===== src/rtl/shared_bus_arbiter.sv =====
// Round-robin arbiter for a shared bidirectional pad bus. Grants one requester
// at a time, bounds each tenure, and inserts a one-cycle turnaround between tenures.
module shared_bus_arbiter #(
   parameter int N_REQ    = 3,
   parameter int DW       = 5,
   parameter int HOLD_MAX = 8
) (
   input  logic               clk,
   input  logic               rst_n,
   input  logic [N_REQ-1:0]   req,
   input  logic [N_REQ-1:0]   wr,
   input  logic [N_REQ-1:0]   done,
   input  logic [N_REQ*DW-1:0] wdata,
   input  logic [DW-1:0]      bus_din,
   output logic [DW-1:0]      bus_dout,
   output logic               bus_oe,
   output logic [N_REQ-1:0]   gnt,
   output logic [DW-1:0]      rdata,
   output logic [N_REQ-1:0]   rvalid,
   output logic               timeout
);

   localparam int              PW        = (N_REQ > 1) ? $clog2(N_REQ) : 1;
   localparam logic [7:0]      HOLD_LAST = 8'(HOLD_MAX - 1);
   localparam logic [PW-1:0]   PTR_RST   = PW'(N_REQ - 1);

   typedef enum logic [1:0] {IDLE, GRANT, TURN} state_t;

   state_t           state, state_nx;
   logic [PW-1:0]    ptr, ptr_nx, pick;
   logic [N_REQ-1:0] gnt_nx;
   logic [7:0]       hold_cnt, hold_nx;
   logic             timeout_nx;
   logic             found;

   // ptr doubles as the owner index while in GRANT; search starts just past it
   always_comb begin : rr_search
      int            cand;
      logic [PW-1:0] cidx;
      cand  = 0;
      cidx  = '0;
      pick  = ptr;
      found = 1'b0;
      for (int off = 1; off <= N_REQ; off++) begin
         cand = (int'(ptr) + off) % N_REQ;
         cidx = PW'(cand);
         if (!found && req[cidx]) begin
            found = 1'b1;
            pick  = cidx;
         end
      end
   end

   always_comb begin
      state_nx   = state;
      gnt_nx     = '0;
      ptr_nx     = ptr;
      hold_nx    = hold_cnt;
      timeout_nx = 1'b0;
      case (state)
         IDLE, TURN: begin
            if (found) begin
               state_nx     = GRANT;
               gnt_nx[pick] = 1'b1;
               ptr_nx       = pick;
               hold_nx      = '0;
            end else begin
               state_nx = IDLE;
            end
         end
         GRANT: begin
            // a normal release wins over a coincident hold expiry
            if (!req[ptr] || done[ptr]) begin
               state_nx = TURN;
            end else if (hold_cnt == HOLD_LAST) begin
               state_nx   = TURN;
               timeout_nx = 1'b1;
            end else begin
               gnt_nx  = gnt;
               hold_nx = hold_cnt + 8'd1;
            end
         end
         default: state_nx = IDLE;
      endcase
   end

   always_ff @(posedge clk or negedge rst_n) begin
      if (!rst_n) begin
         state    <= IDLE;
         gnt      <= '0;
         ptr      <= PTR_RST;
         hold_cnt <= '0;
         timeout  <= 1'b0;
      end else begin
         state    <= state_nx;
         gnt      <= gnt_nx;
         ptr      <= ptr_nx;
         hold_cnt <= hold_nx;
         timeout  <= timeout_nx;
      end
   end

   // pad drive decodes from registered state so reset drops it immediately
   assign bus_oe   = (state == GRANT) && wr[ptr];
   assign bus_dout = bus_oe ? wdata[int'(ptr)*DW +: DW] : '0;
   assign rdata    = bus_din;
   assign rvalid   = gnt & ~wr;

endmodule


===== config.mk =====
export PLATFORM = sky130hd
export DESIGN_NAME = shared_bus_arbiter
export DESIGN_NICKNAME = d
export VERILOG_FILES = /design/src/rtl/shared_bus_arbiter.sv
export SDC_FILE = /design/constraint.sdc
export NUM_CORES = 1
export LEC_CHECK = 0
export BUFFER_PORTS_ARGS = -buffer_cell sky130_fd_sc_hd__clkbuf_2
export CAP_MARGIN = 5
export CORE_MARGIN = 2
export CORE_UTILIZATION = 35
export DETAILED_ROUTE_END_ITERATION = 8
export PLACE_DENSITY = 0.57
export SKIP_LAST_GASP = 1
export SYNTH_ARGS = -nofsm -noshare
export SYNTH_HDL_FRONTEND = slang
export SYNTH_SLANG_ARGS = --single-unit

===== constraint.sdc =====
create_clock -name clk -period 2.95 [get_ports clk]
set_input_delay 0.295 -clock clk [delete_from_list [all_inputs] [get_ports clk]]
set_output_delay 0.295 -clock clk [all_outputs]
set_load 0.1 [all_outputs]

==> results.py, run 1 <==
metrics = {
    "routing": {
        "drcViolationCount": 0,
        "detailedRoute.firstIterationViolations": 120,
        "vias": 1290,
        "drt-vias-per-instance": 5.51,
        "drt-pass1-iter-count": 4,
        "total_wire_length_after_detailed_routing_um": 3370,
        "detail-route-antenna-nets": 0,
        "wirelength_per_cell_um": 14.4,
    },
    "critical_path": {
        "cp-end-kind": "flop",
        "timing.critical_path.slowest_cell_delay_ps": 670,
        "crit_path_cell_trace": "ha_1 > maj3_2 > a2111oi_4 > a21oi_1 > o2bb2ai_1",
        "timing.critical_path.from": "ptr[1]",
        "cp_data_required_time_ps": 3070,
        "critical_path_peak_fanout": 13,
        "critPathArrivalTime_ps": 2640,
        "timing.critical_path.max_delay_family": "compound AO/OA/AOI/OAI gates",
        "critical_path.reg2reg.startpoint": "ptr[1]",
        "critical_path.slowest_cell": "dfstp_2",
        "crit_type": "reg -> reg",
        "start_kind": "flop",
        "cp.buffers_inverters": 0,
    },
    "logic_synthesis": {
        "synth_simple_gate_area_share": 0.258,
        "postSynth.asyncResetShare": 1.00,
        "syn-instance-count": 156,
        "synth_top_area_cell": "dfrtp_1",
        "synth_xor_area_frac": 0.0196,
        "synth_commonest_cells": "17 x nor2_1, 15 x dfrtp_1, 14 x a21oi_1, 13 x nor3_1, 8 x buf_4",
        "ys_ff_latch": 16,
        "synth-compound-area-share": 0.226,
        "synthesis.yosys.warnings": 0,
        "ys_seq_area_frac": 0.300,
        "synth.net_count": 190,
        "synth.mux.area_fraction": 0.0607,
        "post_synth_main_area_contributors": "dfrtp_1 28%, a21oi_1 5.2%, mux2i_1 5.2%",
        "netlist-cell-type-count": 53,
        "dominant_combinational_cell_family_by_area_after_synthesis": "simple AND/OR/NAND/NOR gates",
        "syn_std_cell_area_mm2": 0.00134,
        "synth_top_area_share": 0.280,
        "post_synth_top_flop": "dfrtp_1",
        "synth.most_common_cell": "nor2_1",
        "synth-edff-count": 0,
        "synthAdderAreaFrac": 0.0439,
        "syn_avg_cell_area_um2": 8.58,
    },
    "timing": {
        "setup_viol_count_final": 0,
        "fmax_mhz": 398,
        "final.min_clock_period_ps": 2520,
        "max_slew.worst_pin.slew_ps": 544,
        "timing.final.max_slew_violations": 0,
        "final-hold-violation-count": 0,
        "fin_skew_ps": 6.88,
        "slew_headroom": 0.637,
        "fin_ws_ps": 435,
        "worst_hold_slack_ps": 492,
        "timing.final.crit_share": 0.853,
        "setup_repair_after_global_routing_missed_its_margin": "false",
        "totalNegativeSetupSlack_ps": 0,
    },
    "die": {
        "core-area_mm2": 0.00366,
        "die_h_um": 65.8,
        "floorplan.initialDensity": 0.366,
        "design.portCount": 49,
        "die_width_um": 65.8,
        "die_area_mm2": 0.00434,
        "core.rowCount": 22,
    },
    "pwr": {
        "ir_drop_uv": 260,
        "powerDensity_mw_per_mm2": 1030,
        "power.static_leakage_nw": 0.693,
    },
    "cells_and_area": {
        "area.growth.synth_to_final_pct": 17.2,
        "drive_gt1_frac": 0.285,
        "final_net_count": 221,
        "insertedDiodeCount": 0,
        "fillCellCount": 368,
    },
    "clock_network": {
        "cts.path.max_buffers": 2,
        "clkTransAtPathRegs_ps": 70,
        "numClockSinks": 16,
        "clock_tree.root_cell": "clkbuf_8",
        "gates_resized_cts_repair": 0,
        "cts_buffers": 3,
        "tritoncts": "yes",
        "clock_insertion_delay_worst_skew_ps": 260,
        "h_tree_lvl_count": 1,
    },
    "global_route": {
        "overflow": 0,
        "initial_antenna_violation_count": 0,
        "grt_first_pass_wirelength_um": 5290,
        "via_count_of_the_first_global_routing_pass": 1150,
        "maximum_number_of_pins_on_one_net_before_global_route_repair": 17,
        "gr-usage-all-layers": 0.158,
    },
    "placement": {
        "globalplace.congestion": 0.820,
        "numPortBuffers": 38,
        "detailed_place_hpwl_um": 2530,
        "detailedPlace.worstSlack_ps": 418,
    },
    "job": {
        "number_of_max_cap_violations": 0,
    },
    "min_path": {
        "type_of_the_tightest_min_delay_check": "in -> async",
    },
    "status": {
        "outcome": "complete, no violations",
    },
}
==> layout by cell type, fill, tap and decap left out, types with 4 or more instances in the layout <==
| cell type | count |
|---|---|
| inv_1 | 5 |
| nand2_1 | 6 |
| nor2_1 | 17 |
| a21oi_1 | 14 |
| mux2i_1 | 7 |
| nor2b_1 | 4 |
| clkbuf_8 | 4 |
| nor3_1 | 13 |
| dfrtp_1 | 15 |
| clkbuf_2 | 38 |
==> area by class of cell <==
type,count,area (um^2),share of cell area
timing repair buffer,41,215,0.137
tap,48,60.1,0.0383
inverter,6,22.5,0.0144
sequential,16,402,0.256
multi-input combinational,119,815,0.519
clock buffer,4,55.1,0.0351
==> registers in the layout, summed over array words and instances, names as in the netlist <==
name,count
timeout,1
hold_cnt,8
state,2
ptr,2
gnt,3
==> where the power goes <==
part	internal, mW	switching [mW]	leakage [nW]	total (mW)
clock network	0.119	0.0814	0.0288	0.200
registers	0.274	0.0584	0.211	0.333
logic	0.327	0.753	0.453	1.08
==> kinds of logic after synthesis <==
logic type	count (synthesis)
buffers and inverters	21
adders and majority gates	5
and+or+nand+nor	63
xor gates and xnor gates	3
AOI/OAI and AO/OA	40
DFF	16
muxes	8
==> through the flow <==
stage / power [mW] / cells / utilization / area [um^2]
detailed placement: 1.41 / 229 / 0.411 / 1500
global placement: 1.40 / 229 / 0.411 / 1500
global route: 1.72 / 234 / 0.429 / 1570
CTS: 1.62 / 234 / 0.429 / 1570
floorplan: 1.27 / 156 / - / 1340
finish: 1.61 / 234 / 0.429 / 1570
==> worst paths after layout <==
check,slack (ps),end,cells past startpoint
max,430,hold_cnt[1],5
min reg2reg,520,gnt[0],1
min in group clk,520,gnt[0],1
min,490,hold_cnt[0],2
max in group asynchronous,2120,ptr[1],2
max reg2reg,430,hold_cnt[1],5
==> metal layers <==
layer | GRT usage | wire, um | vias to the layer above
li1 | - | - | 629
met2 | 0.288 | 1610 | 66
met5 | 0 | 0 | -
met3 | 0.0290 | 290 | 3
met4 | 0.0521 | 32 | 0
met1 | 0.184 | 1430 | 592
==> repair_timing <==
item,4_1_cts,5_1_grt
hold buffers,1,0
endpoints found under the hold margin,15,0
setup buffers,0,0
Power figures use the tool's default switching activity.
==> run 2: changes to the inputs <==
- MAX_ROUTING_LAYER: unset -> met4
==> run 2 against run 1 <==
Net effect:
- cell area did not move
- cell count is the same
- first-iteration DRC count is 17% higher
- utilization unchanged
- flip-flop and latch count unchanged
- worst setup slack better by 2.8 ps
- highest routed layer unchanged
==> results.py, run 2 (synthesis results as in run 1) <==
metrics = {
    "status": {
        "outcome": "complete, no violations",
    },
    "cells_and_area": {
        "regMostFlops": "hold_cnt",
        "area.growth.synth_to_final_pct": 17.2,
        "final_cell_mix": "38 x clkbuf_2, 17 x nor2_1, 15 x dfrtp_1, 14 x a21oi_1, 13 x nor3_1",
        "utilization": 0.429,
        "fillCellCount": 368,
        "insertedDiodeCount": 0,
        "final_net_count": 221,
        "max_ffs_per_register": 8,
        "mostFrequentLayoutCell": "clkbuf_2",
        "drive_gt1_frac": 0.285,
        "regs_by_ff_count": "hold_cnt x8, gnt x3",
    },
    "clock_network": {
        "tritoncts": "yes",
        "clkTransAtPathRegs_ps": 70,
        "cts_buffers": 3,
        "cts-hold-fix-buffers": 1,
        "h_tree_lvl_count": 1,
        "clock_tree.root_cell": "clkbuf_8",
        "gates_resized_cts_repair": 0,
        "post-cts-setup-buffer-count": 0,
        "clock_insertion_delay_worst_skew_ps": 260,
        "numClockSinks": 16,
        "cts.path.max_buffers": 2,
    },
    "global_route": {
        "gr-max-usage-layer": "met2",
        "maximum_number_of_pins_on_one_net_before_global_route_repair": 17,
        "via_count_of_the_first_global_routing_pass": 1149,
        "use_met3": 0.0290,
        "gr-usage-all-layers": 0.162,
        "grt_first_pass_wirelength_um": 5290,
        "groute.layer.met1.usage": 0.184,
        "overflow": 0,
        "initial_antenna_violation_count": 0,
        "globalRouteMet2Util": 0.288,
    },
    "critical_path": {
        "cp-end-kind": "flop",
        "cp_data_required_time_ps": 3080,
        "timing.critical_path.slowest_cell_delay_ps": 670,
        "crit_path_cell_trace": "ha_1 > maj3_2 > a2111oi_4 > a21oi_1 > o2bb2ai_1",
        "critical_path_peak_fanout": 13,
        "start_kind": "flop",
        "critPathArrivalTime_ps": 2640,
        "critical_path.slowest_cell": "dfstp_2",
        "crit_type": "reg -> reg",
        "ff2ff_path_depth": 5,
    },
    "timing": {
        "setup_repair_after_global_routing_missed_its_margin": "false",
        "setup_viol_count_final": 0,
        "fmax_mhz": 398,
        "fin_skew_ps": 6.86,
        "max_slew.worst_pin.slew_ps": 544,
        "worst_hold_slack_ps": 492,
        "slew_headroom": 0.637,
        "timing.final.crit_share": 0.852,
        "timing.final.max_slew_violations": 0,
        "final.min_clock_period_ps": 2510,
        "final-hold-violation-count": 0,
    },
    "die": {
        "floorplan.initialDensity": 0.366,
        "die_width_um": 65.8,
        "die_h_um": 65.8,
        "design.portCount": 49,
        "core.rowCount": 22,
        "die_area_mm2": 0.00434,
        "core-area_mm2": 0.00366,
    },
    "job": {
        "number_of_max_cap_violations": 0,
    },
    "routing": {
        "detail-route-antenna-nets": 0,
        "wirelength_per_cell_um": 14.4,
        "drcViolationCount": 0,
        "total_wire_length_after_detailed_routing_um": 3380,
        "vias": 1293,
        "detailedRoute.firstIterationViolations": 140,
        "drt-pass1-iter-count": 4,
        "drt-vias-per-instance": 5.53,
    },
    "placement": {
        "globalplace.congestion": 0.832,
        "numPortBuffers": 38,
        "detailed_place_hpwl_um": 2530,
    },
    "min_path": {
        "type_of_the_tightest_min_delay_check": "in -> async",
    },
    "pwr": {
        "intPower_uw": 720,
        "powerDensity_mw_per_mm2": 1030,
        "ir_drop_uv": 260,
        "power.combinational.fraction": 0.670,
        "sw_frac_of_total": 0.554,
        "seq_power_share": 0.206,
        "pwr-share-clk": 0.124,
        "net_switching_uw": 893,
        "power.static_leakage_nw": 0.693,
    },
}
[run 2: cell counts in the layout (fill, tap and decap cells not counted)]
Identical to the previous run, type by type.
[run 2: final timing paths]
kind / startpoint / endpoint / slack (ps)
max: ptr[1] / hold_cnt[1] / 440
min: rst_n / hold_cnt[0] / 490
max reg2reg: ptr[1] / hold_cnt[1] / 440
min in group clk: gnt[0] / gnt[0] / 520
min reg2reg: gnt[0] / gnt[0] / 520
max in group asynchronous: rst_n / ptr[1] / 2120
[run 2: final cells by class]
class,count,area [um^2],share of cell area
multi-input cells,119,815,0.519
clock buffers,4,55.1,0.0351
flip-flops and latches,16,402,0.256
repair buffers,41,215,0.137
well taps,48,60.1,0.0383
inverters,6,22.5,0.0144
[run 2: stage by stage]
stage / cell area (um^2) / power, mW / setup WS, ps / std cells / TNS, ps
global placement: 1500 / 1.40 / 490 / 229 / 0
floorplan: 1340 / 1.27 / -506 / 156 / -2530
detailed placement: 1500 / 1.41 / 418 / 229 / 0
global route: 1570 / 1.72 / 249 / 234 / 0
CTS: 1570 / 1.62 / 419 / 234 / 0
finish: 1570 / 1.61 / 438 / 234 / 0
[run 2: worst max-delay path: cells and delay by family (launching register included)]
| family | cells | cell delay (ps) |
|---|---|---|
| adders and majority gates | 2 | 780 |
| AOI/OAI and AO/OA | 3 | 930 |
| DFF | 1 | 670 |
[run 2: metal layers]
metal  vias to the layer above  wire length, um
li1                        629                -
met1                       590             1460
met2                        69             1580
met3                         5              296
met4                         0               44
met5                         -                0
[run 2: power groups by stage]
stage	clock network [mW]	registers [mW]	logic (mW)
6_report	0.200	0.333	1.08
5_1_grt	0.212	0.340	1.17
3_5_place_dp	0	0.337	1.08
2_1_floorplan	0	0.390	0.883
4_1_cts	0.208	0.332	1.08
3_3_place_gp	0	0.332	1.06
==> run 3: changes to the inputs <==
- CORE_UTILIZATION: 35 -> 33
- PLACE_DENSITY: 0.57 -> 0.54
==> run 3 against run 2 <==
Net effect:
- clock power fell by 3%
- worst hold slack gained 10 ps
- utilization shrank 3.0 points
- highest routed layer unchanged
- wire length shrank 1.4%
- maximum frequency rose by 0.58%
- first-iteration DRC count down 73%
- largest cell class unchanged
==> results.py, run 3 (synthesis results as in run 1) <==
metrics = {
    "status": {
        "outcome": "complete, no violations",
    },
    "critical_path": {
        "cp-end-kind": "flop",
        "ff2ff_path_depth": 5,
        "critical_path.reg2reg.startpoint": "ptr[1]",
        "cp_data_required_time_ps": 3090,
        "critical_path_peak_fanout": 13,
        "rr_endpoint": "hold_cnt[7]",
        "start_kind": "flop",
        "critPathArrivalTime_ps": 2640,
        "cp.buffers_inverters": 0,
        "timing.critical_path.slowest_cell_delay_ps": 670,
        "timing.critical_path.max_delay_family": "adder cells",
        "path_depth": 5,
        "crit_type": "reg -> reg",
        "critical_path.slowest_cell": "dfstp_2",
        "worst_reg2reg_setup_slack_ps": 450,
        "crit_path_cell_trace": "ha_1 > maj3_2 > a2111oi_4 > nor2_1 > mux2_2",
    },
    "cells_and_area": {
        "mostFrequentLayoutCell": "clkbuf_2",
        "final_cells": 236,
        "insertedDiodeCount": 0,
        "regs_by_ff_count": "hold_cnt x8, gnt x3",
        "regMostFlops": "hold_cnt",
        "final_cell_mix": "38 x clkbuf_2, 17 x nor2_1, 15 x dfrtp_1, 14 x a21oi_1, 13 x nor3_1",
        "max_ffs_per_register": 8,
        "drive_gt1_frac": 0.285,
        "fillCellCount": 391,
        "utilization": 0.399,
        "area.growth.synth_to_final_pct": 17.4,
        "final_net_count": 221,
    },
    "timing": {
        "final-hold-violation-count": 0,
        "max_slew.worst_pin.slew_ps": 549,
        "timing.final.crit_share": 0.847,
        "setup_viol_count_final": 0,
        "slew_headroom": 0.636,
        "timing.final.max_slew_violations": 0,
        "final.min_clock_period_ps": 2500,
        "setup_repair_after_global_routing_missed_its_margin": "false",
        "fin_skew_ps": 4.27,
        "fmax_mhz": 400,
    },
    "pwr": {
        "powerDensity_mw_per_mm2": 1030,
        "power.combinational.fraction": 0.675,
        "seq_power_share": 0.205,
        "net_switching_uw": 894,
        "pwr-share-clk": 0.121,
        "intPower_uw": 719,
        "power.static_leakage_nw": 0.693,
        "sw_frac_of_total": 0.554,
        "ir_drop_uv": 585,
    },
    "die": {
        "die_h_um": 67.7,
        "core-area_mm2": 0.00394,
        "floorplan.initialDensity": 0.340,
        "core.rowCount": 23,
        "design.portCount": 49,
        "die_area_mm2": 0.00458,
        "die_width_um": 67.7,
    },
    "clock_network": {
        "tritoncts": "yes",
        "clkTransAtPathRegs_ps": 70,
        "cts-hold-fix-buffers": 1,
        "post-cts-setup-buffer-count": 0,
        "clock_insertion_delay_worst_skew_ps": 250,
        "cts.path.max_buffers": 2,
        "cts_buffers": 3,
        "h_tree_lvl_count": 1,
        "clock_tree.root_cell": "clkbuf_8",
        "numClockSinks": 16,
        "gates_resized_cts_repair": 0,
    },
    "routing": {
        "total_wire_length_after_detailed_routing_um": 3330,
        "vias": 1272,
        "drt-pass1-iter-count": 4,
        "wirelength_per_cell_um": 14.1,
        "detailedRoute.firstIterationViolations": 38,
        "detail-route-antenna-nets": 0,
        "drcViolationCount": 0,
        "drt-vias-per-instance": 5.39,
    },
    "min_path": {
        "type_of_the_tightest_min_delay_check": "in -> async",
    },
    "global_route": {
        "initial_antenna_violation_count": 0,
        "grt_first_pass_wirelength_um": 5240,
        "maximum_number_of_pins_on_one_net_before_global_route_repair": 17,
        "overflow": 0,
        "gr-usage-all-layers": 0.154,
        "via_count_of_the_first_global_routing_pass": 1103,
    },
    "placement": {
        "globalplace.congestion": 0.821,
        "detailed_place_hpwl_um": 2630,
        "numPortBuffers": 38,
        "placed_cells_incl_taps": 231,
    },
    "job": {
        "number_of_max_cap_violations": 0,
    },
}
==> run 3: cell counts in the layout (fill, tap and decap cells not counted) <==
No cell type changed its count.
==> run 3: layer usage <==
layer / track usage / up-vias / routed length [um]
met5: - / - / 0
met4: 0.0459 / 0 / 34
met3: 0.0200 / 4 / 99
met2: 0.239 / 28 / 1650
met1: 0.207 / 610 / 1550
li1: - / 630 / -
==> run 3: how the worst max path moves through the flow <==
stage	from	end	slack, ps
after floorplan	ptr[0]	bus_dout[0]	-510
after global placement	ptr[1]	hold_cnt[7]	520
after detailed placement	ptr[1]	hold_cnt[7]	440
after CTS	ptr[1]	hold_cnt[7]	430
after global routing	ptr[1]	hold_cnt[1]	300
final	ptr[1]	hold_cnt[7]	450
==> run 3: power groups by stage <==
stage,clock network [mW],logic [mW],registers (mW)
after detailed placement,0,1.09,0.334
after global placement,0,1.07,0.332
after CTS,0.199,1.09,0.331
after floorplan,0,0.883,0.390
final,0.195,1.09,0.330
after global routing,0.207,1.19,0.339
==> run 3: layout make-up <==
| cell class | instances | area [um^2] | area share |
|---|---|---|---|
| Multi-Input combinational cell | 119 | 815 | 0.518 |
| Inverter | 6 | 22.5 | 0.0143 |
| Clock buffer | 4 | 55.1 | 0.0350 |
| Sequential cell | 16 | 402 | 0.256 |
| Timing Repair Buffer | 41 | 215 | 0.137 |
| Tap cell | 50 | 62.6 | 0.0398 |
==> run 3: per-stage QoR <==
stage               hold slack [ps]  area [um^2]  TNS [ps]  worst slack [ps]  power, mW
global placement                247         1510         0               519       1.40
finish                          503         1570         0               452       1.61
CTS                             525         1570         0               429       1.62
global route                    549         1570         0               298       1.73
floorplan                    -0.591         1340     -2530              -506       1.27
detailed placement              250         1510         0               443       1.42
